<file path="src/rtl/inst_encoder.sv">
// inst_encoder: RV32I instruction word encoder with a 2-entry output FIFO.
// A request is encoded combinationally and written into the FIFO when accepted.
// The FIFO stores the encoded word and its error flag together.
//
// Handshake rule for both ports: a transfer happens on a rising clk edge where
// valid and ready are both high. in_ready depends only on FIFO occupancy, so it
// never depends on in_valid in the same cycle. out_valid depends only on
// occupancy, so it never depends on out_ready in the same cycle.
module inst_encoder (
    input  logic        clk,
    input  logic        reset,
    input  logic        in_valid,
    output logic        in_ready,
    input  logic [6:0]  opcode,
    input  logic [4:0]  rd,
    input  logic [4:0]  rs1,
    input  logic [4:0]  rs2,
    input  logic [2:0]  funct3,
    input  logic [31:0] imm,
    output logic        out_valid,
    input  logic        out_ready,
    output logic [31:0] inst_code,
    output logic        err,
    output logic [15:0] enc_count
);

    localparam logic [6:0] OP_LOAD   = 7'b0000011;
    localparam logic [6:0] OP_IMM    = 7'b0010011;
    localparam logic [6:0] OP_JALR   = 7'b1100111;
    localparam logic [6:0] OP_STORE  = 7'b0100011;
    localparam logic [6:0] OP_BRANCH = 7'b1100011;
    localparam logic [6:0] OP_JAL    = 7'b1101111;
    localparam logic [6:0] OP_LUI    = 7'b0110111;

    logic [31:0] w_code;
    logic        w_err;
    logic        w_full;
    logic        w_push;
    logic        w_pop;
    logic        w_imm12_ok;
    logic        w_imm13_ok;
    logic        w_imm21_ok;

    logic [31:0] r_mem_code [2];
    logic        r_mem_err  [2];
    logic        r_wr_ptr;
    logic        r_rd_ptr;
    logic [1:0]  r_count;
    logic [15:0] r_enc_count;

    // The upper immediate bits must be pure sign extension to fit each format.
    assign w_imm12_ok = (&imm[31:11]) | ~(|imm[31:11]);
    assign w_imm13_ok = ((&imm[31:12]) | ~(|imm[31:12])) & ~imm[0];
    assign w_imm21_ok = ((&imm[31:20]) | ~(|imm[31:20])) & ~imm[0];

    // Pick the format from the opcode and pack fields; illegal requests become zero with err.
    always_comb begin
        w_code = 32'h0000_0000;
        w_err  = 1'b0;
        case (opcode)
            OP_LOAD, OP_IMM, OP_JALR: begin
                w_code = {imm[11:0], rs1, funct3, rd, opcode};
                w_err  = ~w_imm12_ok;
            end
            OP_STORE: begin
                w_code = {imm[11:5], rs2, rs1, funct3, imm[4:0], opcode};
                w_err  = ~w_imm12_ok;
            end
            OP_BRANCH: begin
                w_code = {imm[12], imm[10:5], rs2, rs1, funct3, imm[4:1], imm[11], opcode};
                w_err  = ~w_imm13_ok;
            end
            OP_JAL: begin
                w_code = {imm[20], imm[10:1], imm[11], imm[19:12], rd, opcode};
                w_err  = ~w_imm21_ok;
            end
            OP_LUI: begin
                w_code = {imm[31:12], rd, opcode};
                w_err  = |imm[11:0];
            end
            default: begin
                w_code = 32'h0000_0000;
                w_err  = 1'b1;
            end
        endcase
        if (w_err) begin
            w_code = 32'h0000_0000;
        end
    end

    // A full FIFO accepts nothing, even when a pop frees a slot at the same edge.
    assign w_full    = (r_count == 2'd2);
    assign in_ready  = ~w_full;
    assign out_valid = (r_count != 2'd0);
    assign w_push    = in_valid & ~w_full;
    assign w_pop     = out_valid & out_ready;

    // Head entry is masked when empty so the outputs read zero after reset.
    assign inst_code = out_valid ? r_mem_code[r_rd_ptr] : 32'h0000_0000;
    assign err       = out_valid ? r_mem_err[r_rd_ptr]  : 1'b0;
    assign enc_count = r_enc_count;

    // FIFO storage write; contents only matter once occupancy says they are valid.
    always_ff @(posedge clk) begin
        if (w_push && !reset) begin
            r_mem_code[r_wr_ptr] <= w_code;
            r_mem_err[r_wr_ptr]  <= w_err;
        end
    end

    // Pointers, occupancy and the delivered-word counter; reset overrides everything.
    always_ff @(posedge clk) begin
        if (reset) begin
            r_wr_ptr    <= 1'b0;
            r_rd_ptr    <= 1'b0;
            r_count     <= 2'd0;
            r_enc_count <= 16'h0000;
        end else begin
            if (w_push) begin
                r_wr_ptr <= ~r_wr_ptr;
            end
            if (w_pop) begin
                r_rd_ptr <= ~r_rd_ptr;
                if (!r_mem_err[r_rd_ptr]) begin
                    r_enc_count <= r_enc_count + 16'h0001;
                end
            end
            case ({w_push, w_pop})
                2'b10:   r_count <= r_count + 2'd1;
                2'b01:   r_count <= r_count - 2'd1;
                default: r_count <= r_count;
            endcase
        end
    end

endmodule

</file>
<file path="config.mk">
export PLATFORM = sky130hd
export DESIGN_NAME = inst_encoder
export DESIGN_NICKNAME = d
export VERILOG_FILES = /design/src/rtl/inst_encoder.sv
export SDC_FILE = /design/constraint.sdc
export NUM_CORES = 1
export LEC_CHECK = 0
export ABC_AREA = 1
export CAP_MARGIN = 20
export CORE_AREA = 2 2 98 100
export CTS_CLUSTER_DIAMETER = 150
export DETAILED_ROUTE_END_ITERATION = 12
export DIE_AREA = 0 0 100 102
export HOLD_SLACK_MARGIN = 0.05
export PLACE_DENSITY = 0.93
export SETUP_SLACK_MARGIN = 0.15
export SYNTH_ARGS = -nofsm -noshare
export SYNTH_HDL_FRONTEND = slang
export SYNTH_SLANG_ARGS = --single-unit
</file>
<file path="constraint.sdc">
create_clock -name clk -period 8.26 [get_ports clk]
set_clock_uncertainty 0.15 [all_clocks]
set_input_delay 2.478 -clock clk [delete_from_list [all_inputs] [get_ports clk]]
set_output_delay 2.478 -clock clk [all_outputs]
set_load 0.02 [all_outputs]
</file>
**Word-level counts from Yosys, hierarchy flattened**

Memories as Yosys holds them, arrays and structs flattened. A register that Yosys moved wholly into a read port is not among the register bits.
Cells that the tools add are included.

- Bits in writable memories: 66
- Memories: 2
- ROM bits: 0
- Logic and storage cells: 63
- Bits in latches: 0
- Register bits after elaboration: 20
- Bits of input ports: 61
- Output and inout port bits: 51

Memories:

| name | depth | width | rd ports | clocked after memory_dff | write ports | line | text |
|---|---|---|---|---|---|---|---|
| r_mem_code | 2 | 32 | 1 | 1 | 1 | 44 | `logic [31:0] r_mem_code [2];` |
| r_mem_err | 2 | 1 | 1 | 1 | 1 | 45 | `logic r_mem_err [2];` |

- Div/mod/pow operators: 0
- Shift-type cells: 0
- Multipliers: 0
- Eq/ne operators: 10
- Reduce and logical (&&, ||, !) cells: 14
- Bitwise logic cells: 18
- Magnitude comparators: 0
- Add/sub/neg operators: 3
- Muxes and demuxes: 12

Operators with widths:

| kind | count |
|---|---|
| 32-bit one-hot mux with 5 select lines | 1 |
| 32-bit two-way mux | 2 |
| 12-bit OR reduction | 2 |
| 7-bit equality test, second input constant | 3 |
| 21-bit AND reduction | 1 |
| 21-bit OR reduction | 1 |
| 20-bit AND reduction | 1 |
| 20-bit OR reduction | 1 |
| 16-bit by 1-bit adder with 16-bit output, second input constant | 1 |
| 7-bit by 6-bit equality test with 1-bit output, second input constant | 2 |
| 12-bit AND reduction | 1 |
| 1-bit inverter | 11 |
| 7-bit by 2-bit equality test with 1-bit output, second input constant | 1 |
| 7-bit by 5-bit equality test with 1-bit output, second input constant | 1 |
| 1-bit two-way mux | 7 |
| 1-bit AND | 4 |
| 2-bit equality test, second input constant | 2 |
| 1-bit one-hot mux with 4 select lines | 1 |
| 2-bit one-hot mux with 2 select lines | 1 |
| 2-bit nonzero test | 2 |
| 4-bit OR reduction | 1 |
| 1-bit bitwise OR | 3 |
| 3-bit OR reduction | 1 |
| 2-bit by 1-bit adder with 2-bit output, second input constant | 1 |
| 5 further kinds | 5 |

**Longest topological paths before layout**

Gate-level depths: netlist (run 1).

- Word-level depth: 7
- Mapped depth: 11

**Least setup slack after synthesis (run 1)**

No wires, ideal clock.

- Path type: input to register
- From: in reset
- To: mem r_mem_code[1][0] (enable)
- Data arrival time: 4.989 ns
- Setup time: 0.464 ns
- Required time: 7.646 ns
- Path buffers: 1
- Slack: 2.657 ns
- Cell stages on the path: 2
- Path through: clkbuf_1 nor3_1

- Cells in the longest elaborated chain, start to end: 4

Ends and longest elaborated chain:

| what | line | text |
|---|---|---|
| start, declared | 11 | `input logic reset,` |
| 1-bit zero test | 105 | `if (w_push && !reset) begin` |
| 1-bit logical AND | 105 |  |
| 1-bit two-way mux | 105 |  |
| 1-bit two-way mux (not written as such) | 106 | `r_mem_code[r_wr_ptr] <= w_code;` |
| end, declared | 44 |  |

Every way passes these cells.

**Worst setup path in the final report (run 1)**

- From: in opcode[6]
- To: mem r_mem_code[1][31], data pin

- Cells in the longest elaborated chain, start to end: 4
- Elaborated cells on any way between the ends: 12
- Those cells by class: eq/ne (7); mux (3); reduce/logical (2)

Ends and longest elaborated chain:

| what | line | text |
|---|---|---|
| start, declared | 14 | `input logic [6:0] opcode,` |
| 7-bit by 6-bit equality test with 1-bit output (tied with other cells) | 60 | `case (opcode)` |
| 4-bit OR reduction (no line) / 3-bit OR reduction (equally long branches) | -- |  |
| 1-bit one-hot mux with 4 select lines / 32-bit one-hot mux with 5 select lines (equally long branches) | 60 |  |
| 32-bit two-way mux * | 86 | `if (w_err) begin` |
| net w_code[31] | 35 | `logic [31:0] w_code;` |

Mark *: on every way through the listed nets, which the timed path passes. The rest lies on a longest branch.

==> impl_results.md, run 1 <==
- Final worst path period share: 61.5%
- Mapped Area: 4770 sq um
- Most used routing layer in global routing: met2
- Number of nets in the finished design: 730
- Maximum number of buffers from clock root to sink: 2
- Most instantiated flip-flop cell in the synthesis netlist: edfxtp_1
- Worst-Skew Late Latency: 0.36 ns
- Power share of the combinational group: 33.4%
- Non-filler cells, final: 783
- Site row count: 35
- Global route overflow: 0
- Worst-case headroom to the max-slew limit: 38.2%
- Core area: 9110 sq um
- Dominant cell by count in the synthesized netlist: nand2_1
- Min-Delay Path Class: reg2reg
- Slew at the pin closest to its max-slew limit: 0.926 ns
- Initial antenna violation count: 0
- Clock tree from TritonCTS: yes
- Sequential power share: 43.0%
- Fraction of met2 tracks used by global routing: 41.6%
- Async S/R FF share, synth: 0%
- Synthesized area per cell: 8.54 sq um
- Met3 global-route usage: 4.45%
- Buffers inserted during post-CTS setup optimization: 0
- Leakage component of the power: 2.23 nW
- Classification of the worst setup path: in2reg
- List of most frequent post-synthesis cells: nand2_1, nor2_1, edfxtp_1
- Cell area after placement: 5990 sq um
- Number of diodes added for antenna fixing: 0
- Die Footprint: 10200 sq um
- Clock power frac: 23.6%
- Horizontal die dimension: 100 um
- Number of buffers inserted by hold repair at cts: 0
- Count of maximum capacitance violations: 0
- Wire length per cell: 15.6 um
- Global-route wire length before repair: 19000 um
- Maximum VDD drop: 0.0932 mV
- Result of the run: completed
- Capturing element type of the critical path: flip-flop
- Via count: 4304
- Clock transition at the registers of the reported paths: 0.09 ns
- Final Hold Fails: 0
- Maximum fanout along the worst path: 32
- Detailed router's first-iteration violation count: 230
- Count of yosys warnings during synthesis: 0
- Critical path startpoint category: primary input
- Post-Layout Inst Area: 6200 sq um
- TNS Setup: 0 ns
- Design internal power: 0.000773 W
- Post-synthesis net count: 622
- Die Ht: 102 um
- Final Core Density: 68.1%
- Via density per instance: 5.50
- Power density normalized to cell area: 192 nW/um^2
- Largest net degree at the start of global routing: 35
- H-tree level count: 3
- Sequential cell area fraction in the yosys report: 50.3%
- Number of primary I/O pins: 112
- Number of flops mapped to enable cells by yosys: 66
- Footprint of the multi-input gates: 2080 sq um
- Setup violations, final: 0
- Fmax: 0.197 GHz
- Length of the first detailed-routing pass in iterations: 5
- Total count of max-transition violations in the final report: 0
- Synth top area cells: edfxtp_1, nand2_1, dfxtp_1
- Area added between synthesis and finish: 29.9%
- GR Util met1: 29.4%
- Seq cells post-synth: 87
- RSZ-0062 raised after global routing: no
- Post-synth top area share: 41.5%
- Vias in the first global route: 4066
- Number of clock buffers inserted by TritonCTS: 9
- Post-DP HPWL: 9130 um
- Register area: 2400 sq um
- Remaining routing DRC violations: 0
- Share of layout cells above drive strength 1: 12.1%
- Final estimated routing congestion in global placement: 0.901
- Count of buffers inserted at the top-level ports: 111
- Sw Share: 35.0%
- Antenna violation net count after detailed routing: 0
- Req. time, crit path: 8.22 ns
- Starting Density: 52.4%
- Endpoint arrival time on the critical path: 5.04 ns
- Clock sink count: 87
- Filler cell count: 719
- Overall track demand over capacity in global routing: 24.0%
- P_sw: 0.000416 W
- Synth unique cells: 37
- Final Total Pwr: 0.00119 W
- Root buf cell: clkbuf_8
- Post_cts resized: 0
- Top cell type by total area after synthesis: edfxtp_1
- Cells after Synth: 559
- Total instance count after detailed placement: 766
- Clock period minus worst slack: 5.08 ns
- Final routed wirelength across all metal layers: 12200 um
==> final timing paths <==
| path | startpoint | to | slack [ns] | depth (start not counted) |
|---|---|---|---|---|
| worst max-delay path | opcode[6] | r_mem_code[1][31] | 3.18 | 9 |
| worst min-delay path | r_wr_ptr | r_wr_ptr | 0.32 | 2 |
| worst max register to register | flip-flop | enc_count[11] | 5.76 | 9 |
| worst min register to register | r_wr_ptr | r_wr_ptr | 0.32 | 2 |
==> critical path, cell delays in order <==
cell	delay (ns)
clkdlybuf4s50_1	0.58
inv_2	0.10
nor2_8	0.17
nand2_4	0.09
nand2_2	0.20
nor2_2	0.07
nor2_2	0.09
nand3_2	0.70
nor3_1	0.57
==> cell families (layout without fill, tap and decap cells) <==
group	Yosys count	count (layout)	synth area share, %
and+or+nand+nor	304	304	31.9
AOI/OAI and AO/OA	91	91	10.6
DFF	87	87	50.3
buffers and inverters	74	187	6.47
adders and majority gates	2	2	0.524
xor gates and xnor gates	1	1	0.184
==> layout by cell type (no fill, tap or decap), drive strengths merged, types with 13 or more instances in the layout <==
master,instances
edfxtp,66
inv,58
nor2,81
nand3,26
nand2,152
dfxtp,21
a21oi,59
o21ai,13
nor3,39
clkdlybuf4s50,111
==> registers in the layout, summed over array words and instances (netlist names), named ones only <==
name / cells
enc_count: 16
r_mem_code: 64
r_wr_ptr: 1
r_mem_err: 2
r_count: 2
r_rd_ptr: 1
==> power by group through the flow <==
stage          Combinational [W]  Clock, W  Sequential (W)
6_report                0.000398  0.000280        0.000511
5_1_grt                 0.000423  0.000301        0.000514
4_1_cts                 0.000387  0.000283        0.000517
3_5_place_dp            0.000384         0        0.000526
3_3_place_gp            0.000375         0        0.000525
2_1_floorplan           0.000206         0        0.000516
==> per-layer routing <==
layer  part of all wire [%]  wire (um)  vias to the layer above
met5                      0          0                        -
met4                    2.1        260                        0
met3                    6.3        766                       25
met2                     51       6240                      198
met1                     40       4930                     1989
li1                       -          -                     2092
==> per-stage QoR <==
step / hold slack, ns / setup WS [ns]
5_1_grt: 0.328 / 2.98
3_3_place_gp: 0.284 / 2.95
6_report: 0.317 / 3.18
2_1_floorplan: 0.276 / 2.66
4_1_cts: 0.317 / 2.62
3_5_place_dp: 0.300 / 2.84
==> layout make-up <==
type | instances | share of cell area (%)
clock buffers | 9 | 2.00
clock inverters | 7 | 1.03
inverters | 55 | 3.33
multi-input cells | 398 | 33.5
flip-flops and latches | 87 | 38.7
well taps | 111 | 2.24
repair buffers | 116 | 19.2
(Power assumes the default switching activity.)
==> run 2: changes to the inputs <==
--- a/config.mk
+++ b/config.mk
@@ -7,12 +7,12 @@
 export LEC_CHECK = 0
 export ABC_AREA = 1
 export CAP_MARGIN = 20
-export CORE_AREA = 2 2 98 100
+export CORE_AREA = 2 2 101 103
 export CTS_CLUSTER_DIAMETER = 150
 export DETAILED_ROUTE_END_ITERATION = 12
-export DIE_AREA = 0 0 100 102
+export DIE_AREA = 0 0 103 105
 export HOLD_SLACK_MARGIN = 0.05
-export PLACE_DENSITY = 0.93
+export PLACE_DENSITY = 0.89
 export SETUP_SLACK_MARGIN = 0.15
 export SYNTH_ARGS = -nofsm -noshare
 export SYNTH_HDL_FRONTEND = slang
==> constraint.sdc (replaced) <==
create_clock -name clk -period 5.1 [get_ports clk]
set_clock_uncertainty 0.15 [all_clocks]
set_input_delay 1.53 -clock clk [delete_from_list [all_inputs] [get_ports clk]]
set_output_delay 1.53 -clock clk [all_outputs]
set_load 0.02 [all_outputs]
==> run 2 against run 1 <==
Effect of this change: design area rose by 0.30%; largest cell class unchanged; sequential power rose by 60%; routed wire length fell by 1.0%; critical endpoint is now inst_code[5]; first-iteration DRC count rose by 13%; critical path depth fell by 4; global-route usage fell by 1.5 points; combinational power rose by 61%; sequential share of layout area fell by 0.12 points; die area rose by 6.0%; highest routed layer unchanged; clock-buffer cell count rose by 1; utilization fell by 3.6 points.
==> impl_results.md, run 2 (synthesis gave the netlist of run 1 again) <==
- Number of buffers inserted by hold repair at cts: 0
- RSZ-0062 raised after global routing: no
- Hold Path Stages: 2
- Worst Hold Margin: 0.316 ns
- Count of buffers inserted at the top-level ports: 111
- Total count of max-transition violations in the final report: 0
- Classification of the worst setup path: reg2out
- Fmax: 0.241 GHz
- Largest net degree at the start of global routing: 35
- Setup violations, final: 0
- Worst-case headroom to the max-slew limit: 61.7%
- Antenna violation net count after detailed routing: 0
- Post-DP HPWL: 9080 um
- Filler cell count: 795
- Final routed wirelength across all metal layers: 12100 um
- Die Ht: 105 um
- Leakage component of the power: 2.24 nW
- Most frequent cells in the layout: nand2_1, clkdlybuf4s50_1, nor2_1
- Clock period minus worst slack: 4.15 ns
- TNS Setup: 0 ns
- Die Footprint: 10800 sq um
- Count of maximum capacitance violations: 0
- Total instance count after detailed placement: 790
- Destination of the worst hold path: r_wr_ptr
- Cell area after placement: 6010 sq um
- Maximum fanout along the worst path: 34
- Post-Layout Inst Area: 6220 sq um
- Most common cell after layout, fill and taps aside: nand2_1
- Maximum VDD drop: 0.162 mV
- Vias in the first global route: 3972
- Critical path startpoint category: flip-flop
- Core area: 9640 sq um
- Result of the run: completed
- Capturing element type of the critical path: primary output
- Final Total Pwr: 0.00197 W
- Min-Delay Path Class: reg2reg
- Starting Density: 49.5%
- Slew at the pin closest to its max-slew limit: 0.573 ns
- Share of layout cells above drive strength 1: 11.7%
- Buffers inserted during post-CTS setup optimization: 0
- Length of the first detailed-routing pass in iterations: 6
- Global route overflow: 0
- Final estimated routing congestion in global placement: 0.912
- Final worst path period share: 81.3%
- Number of nets in the finished design: 731
- Power density normalized to cell area: 316 nW/um^2
- Non-filler cells, final: 806
- Wire length per cell: 15.0 um
- Number of flip-flops in the largest register: 64
- Root buf cell: clkbuf_8
- Initial antenna violation count: 0
- Via count: 4315
- Endpoint arrival time on the critical path: 2.47 ns
- Final Hold Fails: 0
- Clock transition at the registers of the reported paths: 0.09 ns
- Minimum setup slack among reg-to-reg paths: 2.70 ns
- Worst-Skew Late Latency: 0.35 ns
- Overall track demand over capacity in global routing: 22.5%
- Clock tree from TritonCTS: yes
- Global-route wire length before repair: 18900 um
- Reg-to-reg endpoint: enc_count[9]
- Hold Path Origin: r_wr_ptr
- Clock sink count: 87
- Site row count: 36
- Horizontal die dimension: 103 um
- Post_cts resized: 0
- Area added between synthesis and finish: 30.3%
- H-tree level count: 3
- Req. time, crit path: 3.42 ns
- Remaining routing DRC violations: 0
- Number of clock buffers inserted by TritonCTS: 9
- Register-to-Register Path Depth: 10
- Number of primary I/O pins: 112
- Detailed router's first-iteration violation count: 261
- Register name with the most flops: r_mem_code
- Number of diodes added for antenna fixing: 0
- Via density per instance: 5.35
- Maximum number of buffers from clock root to sink: 2
run 2: cell count changes in the layout (fill, tap and decap cells not counted):
cell / before / now
clkbuf_1: 0 / 1
inv_8: 2 / 0
clkinv_1: 1 / 3
bufinv_16: 0 / 2
clkinvlp_4: 2 / 1
inv_6: 2 / 1
buf_4: 3 / 6
clkinv_4: 1 / 0
buf_16: 2 / 0
run 2: metal layers:
metal	part of all wire [%]	track usage [%]
met1	40	28.4
met4	3.7	9.87
met3	7.8	4.35
met5	0	0
met2	49	37.1
run 2: worst max-delay path by stage:
stage / from / end / slack (ns) / depth (start not counted)
3_3_place_gp: opcode[4] / r_mem_code[0][31] / 1.21 / 10
3_5_place_dp: opcode[4] / r_mem_code[0][31] / 1.08 / 10
4_1_cts: flip-flop / inst_code[5] / 0.94 / 5
6_report: flip-flop / inst_code[5] / 0.95 / 5
5_1_grt: flip-flop / err / 0.81 / 7
2_1_floorplan: reset / r_mem_code[1][0] / 0.45 / 2
run 2: final cells by class:
cell class	count	area [sq um]	share of cell area [%]
Multi-Input combinational cell	398	2080	33.4
Tap cell	133	166	2.68
Clock inverter	6	83.8	1.35
Timing Repair Buffer	117	1160	18.6
Sequential cell	87	2400	38.6
Clock buffer	10	128	2.05
Inverter	55	206	3.32
run 2: critical path, cell delays in order, from the launching register on:
cell             delay (ns)
dfxtp_1                0.31
buf_4                  0.24
inv_2                  0.47
nand2_1                0.14
a21oi_1                0.28
clkdlybuf4s50_1        0.67
run 2: where the power goes:
part           switching, W  internal [W]
clock              0.000233      0.000275
combinational      0.000385      0.000254
sequential        0.0000170      0.000803
run 2: metrics by stage:
stage               utilization (%)  setup WS [ns]
floorplan                         -          0.445
global placement               62.3           1.21
detailed placement             62.3           1.08
CTS                            64.5          0.938
global route                   64.5          0.807
finish                         64.5          0.952
==> RTL change: new RTL, settings of run 2 <==
Register the output `enc_count` once more, with the module's reset; this adds one clock of latency there. The other outputs are not delayed to match.
--- a/src/rtl/inst_encoder.sv
+++ b/src/rtl/inst_encoder.sv
@@ -100,3 +100,9 @@
     assign err       = out_valid ? r_mem_err[r_rd_ptr]  : 1'b0;
-    assign enc_count = r_enc_count;
+    always_ff @(posedge clk) begin
+        if (reset) begin
+            enc_count <= '0;
+        end else begin
+            enc_count <= r_enc_count;
+        end
+    end
 
Behaviour: not the same (a bounded check fails within 4 cycles, from zero or initial values and one cycle with reset high).
==> RTL change against run 2 <==
  * Critical path depth stayed put
  * Largest power group unchanged
  * Sequential cell count increased by 16
  * Largest cell class unchanged
  * Fmax hardly changed
  * Worst hold slack worse by 0.022 ns
  * Critical endpoint is now inst_code[6]
  * Non-clock buffer count unchanged
  * Cell count rose by 3.3%
  * Worst setup slack got worse by 0.0022 ns
  * Power rose by 7.9%
  * Design area is 5.1% higher
  * Routed wire length is 1.3% higher
  * Area after synthesis rose by 6.6%
==> RTL change: results (changes against run 2) <==
[place]
globalplace.congestion = 0.9010  ; -1.2%
post_dp_cell_area_mm2 = 0.006324  ; +5.2%
dpl_worst_slack_ns = 1.092  ; +0.01276 ns
io_buffer_count = 111  ; unchanged
dp_hpwl_um = 9252  ; +1.9%

[cts]
cts_max_level = 3  ; unchanged
root_buffer = clkbuf_8
clkLatencyLatePin_ns = 0.38  ; +0.03 ns
cts_made_buffers = 9  ; unchanged
cts_resized = 0  ; unchanged
clkTransAtPathRegs_ns = 0.10

[finish]
fin_nets = 758  ; +3.7%
layout-drive-gt1-share_pct = 11.29  ; -0.45 points
num_antenna_cells = 0  ; unchanged

[hold_path]
hold_path_class = reg2reg
hold_end = enc_count[15]
hold_start = r_enc_count[15]
holdPathStages = 2  ; unchanged

[detailed_routing]
drt-initial-drc-count = 378  ; +45%
vias = 4375  ; +1.4%
avgRoutedWirePerCell_um = 14.68  ; -2.0%
dr.pass1.iters = 5  ; -1

[synthesis]
yosys-top-cells-count = nand2_1, nor2_1, edfxtp_1, a21oi_1, inv_1
synth_area_leaders = edfxtp_1, dfxtp_1, nand2_1, a21oi_1, nor3_2
synth_flop_cell = edfxtp_1
seq_area_frac_synth_pct = 53.53  ; +3.2 points
ys_warn_count = 0  ; unchanged
yosysUniqueCellTypes = 35  ; -5.4%
ys_async_sr_fraction_pct = 0  ; unchanged
synth_edf_count = 66  ; unchanged
synthesis.nets = 650  ; +4.5%

[global_routing]
grt_start_max_net_pins = 36  ; +2.9%
grt_pass1_vias = 4299  ; +8.2%
grt_first_pass_wirelength_um = 19670  ; +4.2%
grtUsageTotal_pct = 23.28  ; +0.76 points

[worst_setup_path]
critPathMaxFanout = 35  ; +2.9%
r2r-start = r_count[1]
rr_worst_depth = 8  ; -2
rrSetupSlack_ns = 2.49  ; -0.21 ns
critPathTopFamily = buffers and inverters
max_stage_delay_ns = 0.66
reg2reg_to = r_count[1]

[power_and_ir_drop]
leakage_nw = 2.364  ; +5.6%
intPower_mw = 1.422  ; +6.8%
irDropWorstVdd_mv = 0.1645  ; +1.4%

[run_status]
status = complete, no violations

[sta]
relSlewSlack_pct = 42.88  ; -19 points

-- RTL change: per-stage QoR --
| step | total power [mW] | hold slack, ns | std cells |
|---|---|---|---|
| 2_1_floorplan | 1.294 | 0.2665 | 587 |
| 3_3_place_gp | 1.586 | 0.2786 | 817 |
| 3_5_place_dp | 1.602 | 0.2806 | 817 |
| 4_1_cts | 2.131 | 0.2946 | 833 |
| 5_1_grt | 2.206 | 0.3242 | 833 |
| 6_report | 2.122 | 0.2938 | 833 |
-- RTL change: worst register-to-register path, stage by stage (launching register included) --
cell,delay [ns]
dfxtp_1,0.35
nor2_2,0.66
buf_4,0.38
nor2_4,0.08
ha_1,0.31
a21oi_1,0.11
o21ai_0,0.14
o21ai_0,0.26
a21oi_1,0.07
-- RTL change: cells by family after synthesis --
kind of cell / synth area share, %
and+or+nand+nor: 29.55
xor gates and xnor gates: 0.1722
adders and majority gates: 0.4919
DFF: 53.53
AOI/OAI and AO/OA: 9.939
buffers and inverters: 6.322
-- RTL change: area by class of cell --
class                   instances  area, um2
well taps                     133      166.4
fillers                       764       3099
clock buffers                   9      123.9
clock inverters                 7      92.59
inverters                      58      217.7
repair buffers                117       1156
multi-input cells             406       2061
flip-flops and latches        103       2723
-- RTL change: worst max path at each step --
| stage | start | slack (ns) | cells after the start | end |
|---|---|---|---|---|
| final | flop | 0.95 | 5 | inst_code[6] |
| after global routing | flop | 0.83 | 5 | inst_code[6] |
| after CTS | r_count[1] | 0.96 | 4 | inst_code[6] |
| after detailed placement | opcode[1] | 1.09 | 10 | r_mem_code[0][31] |
| after global placement | opcode[4] | 1.22 | 11 | r_mem_code[0][31] |
| after floorplan | reset | 0.43 | 2 | r_mem_code[1][0] |
-- RTL change: power by group through the flow --
stage          clock (mW)  combinational [mW]  sequential, mW
6_report            0.539               0.639           0.945
5_1_grt             0.576               0.682           0.949
4_1_cts             0.545               0.642           0.944
3_5_place_dp            0               0.638           0.963
3_3_place_gp            0               0.626           0.960
2_1_floorplan           0               0.332           0.962
-- RTL change: routing by layer --
metal	vias to the layer above	global-route usage (%)	wire length (um)
met5	-	0	0
met4	0	7.613	307
met3	27	5.084	696
met2	176	41.05	6365
met1	2010	27.69	4860
li1	2162	-	-
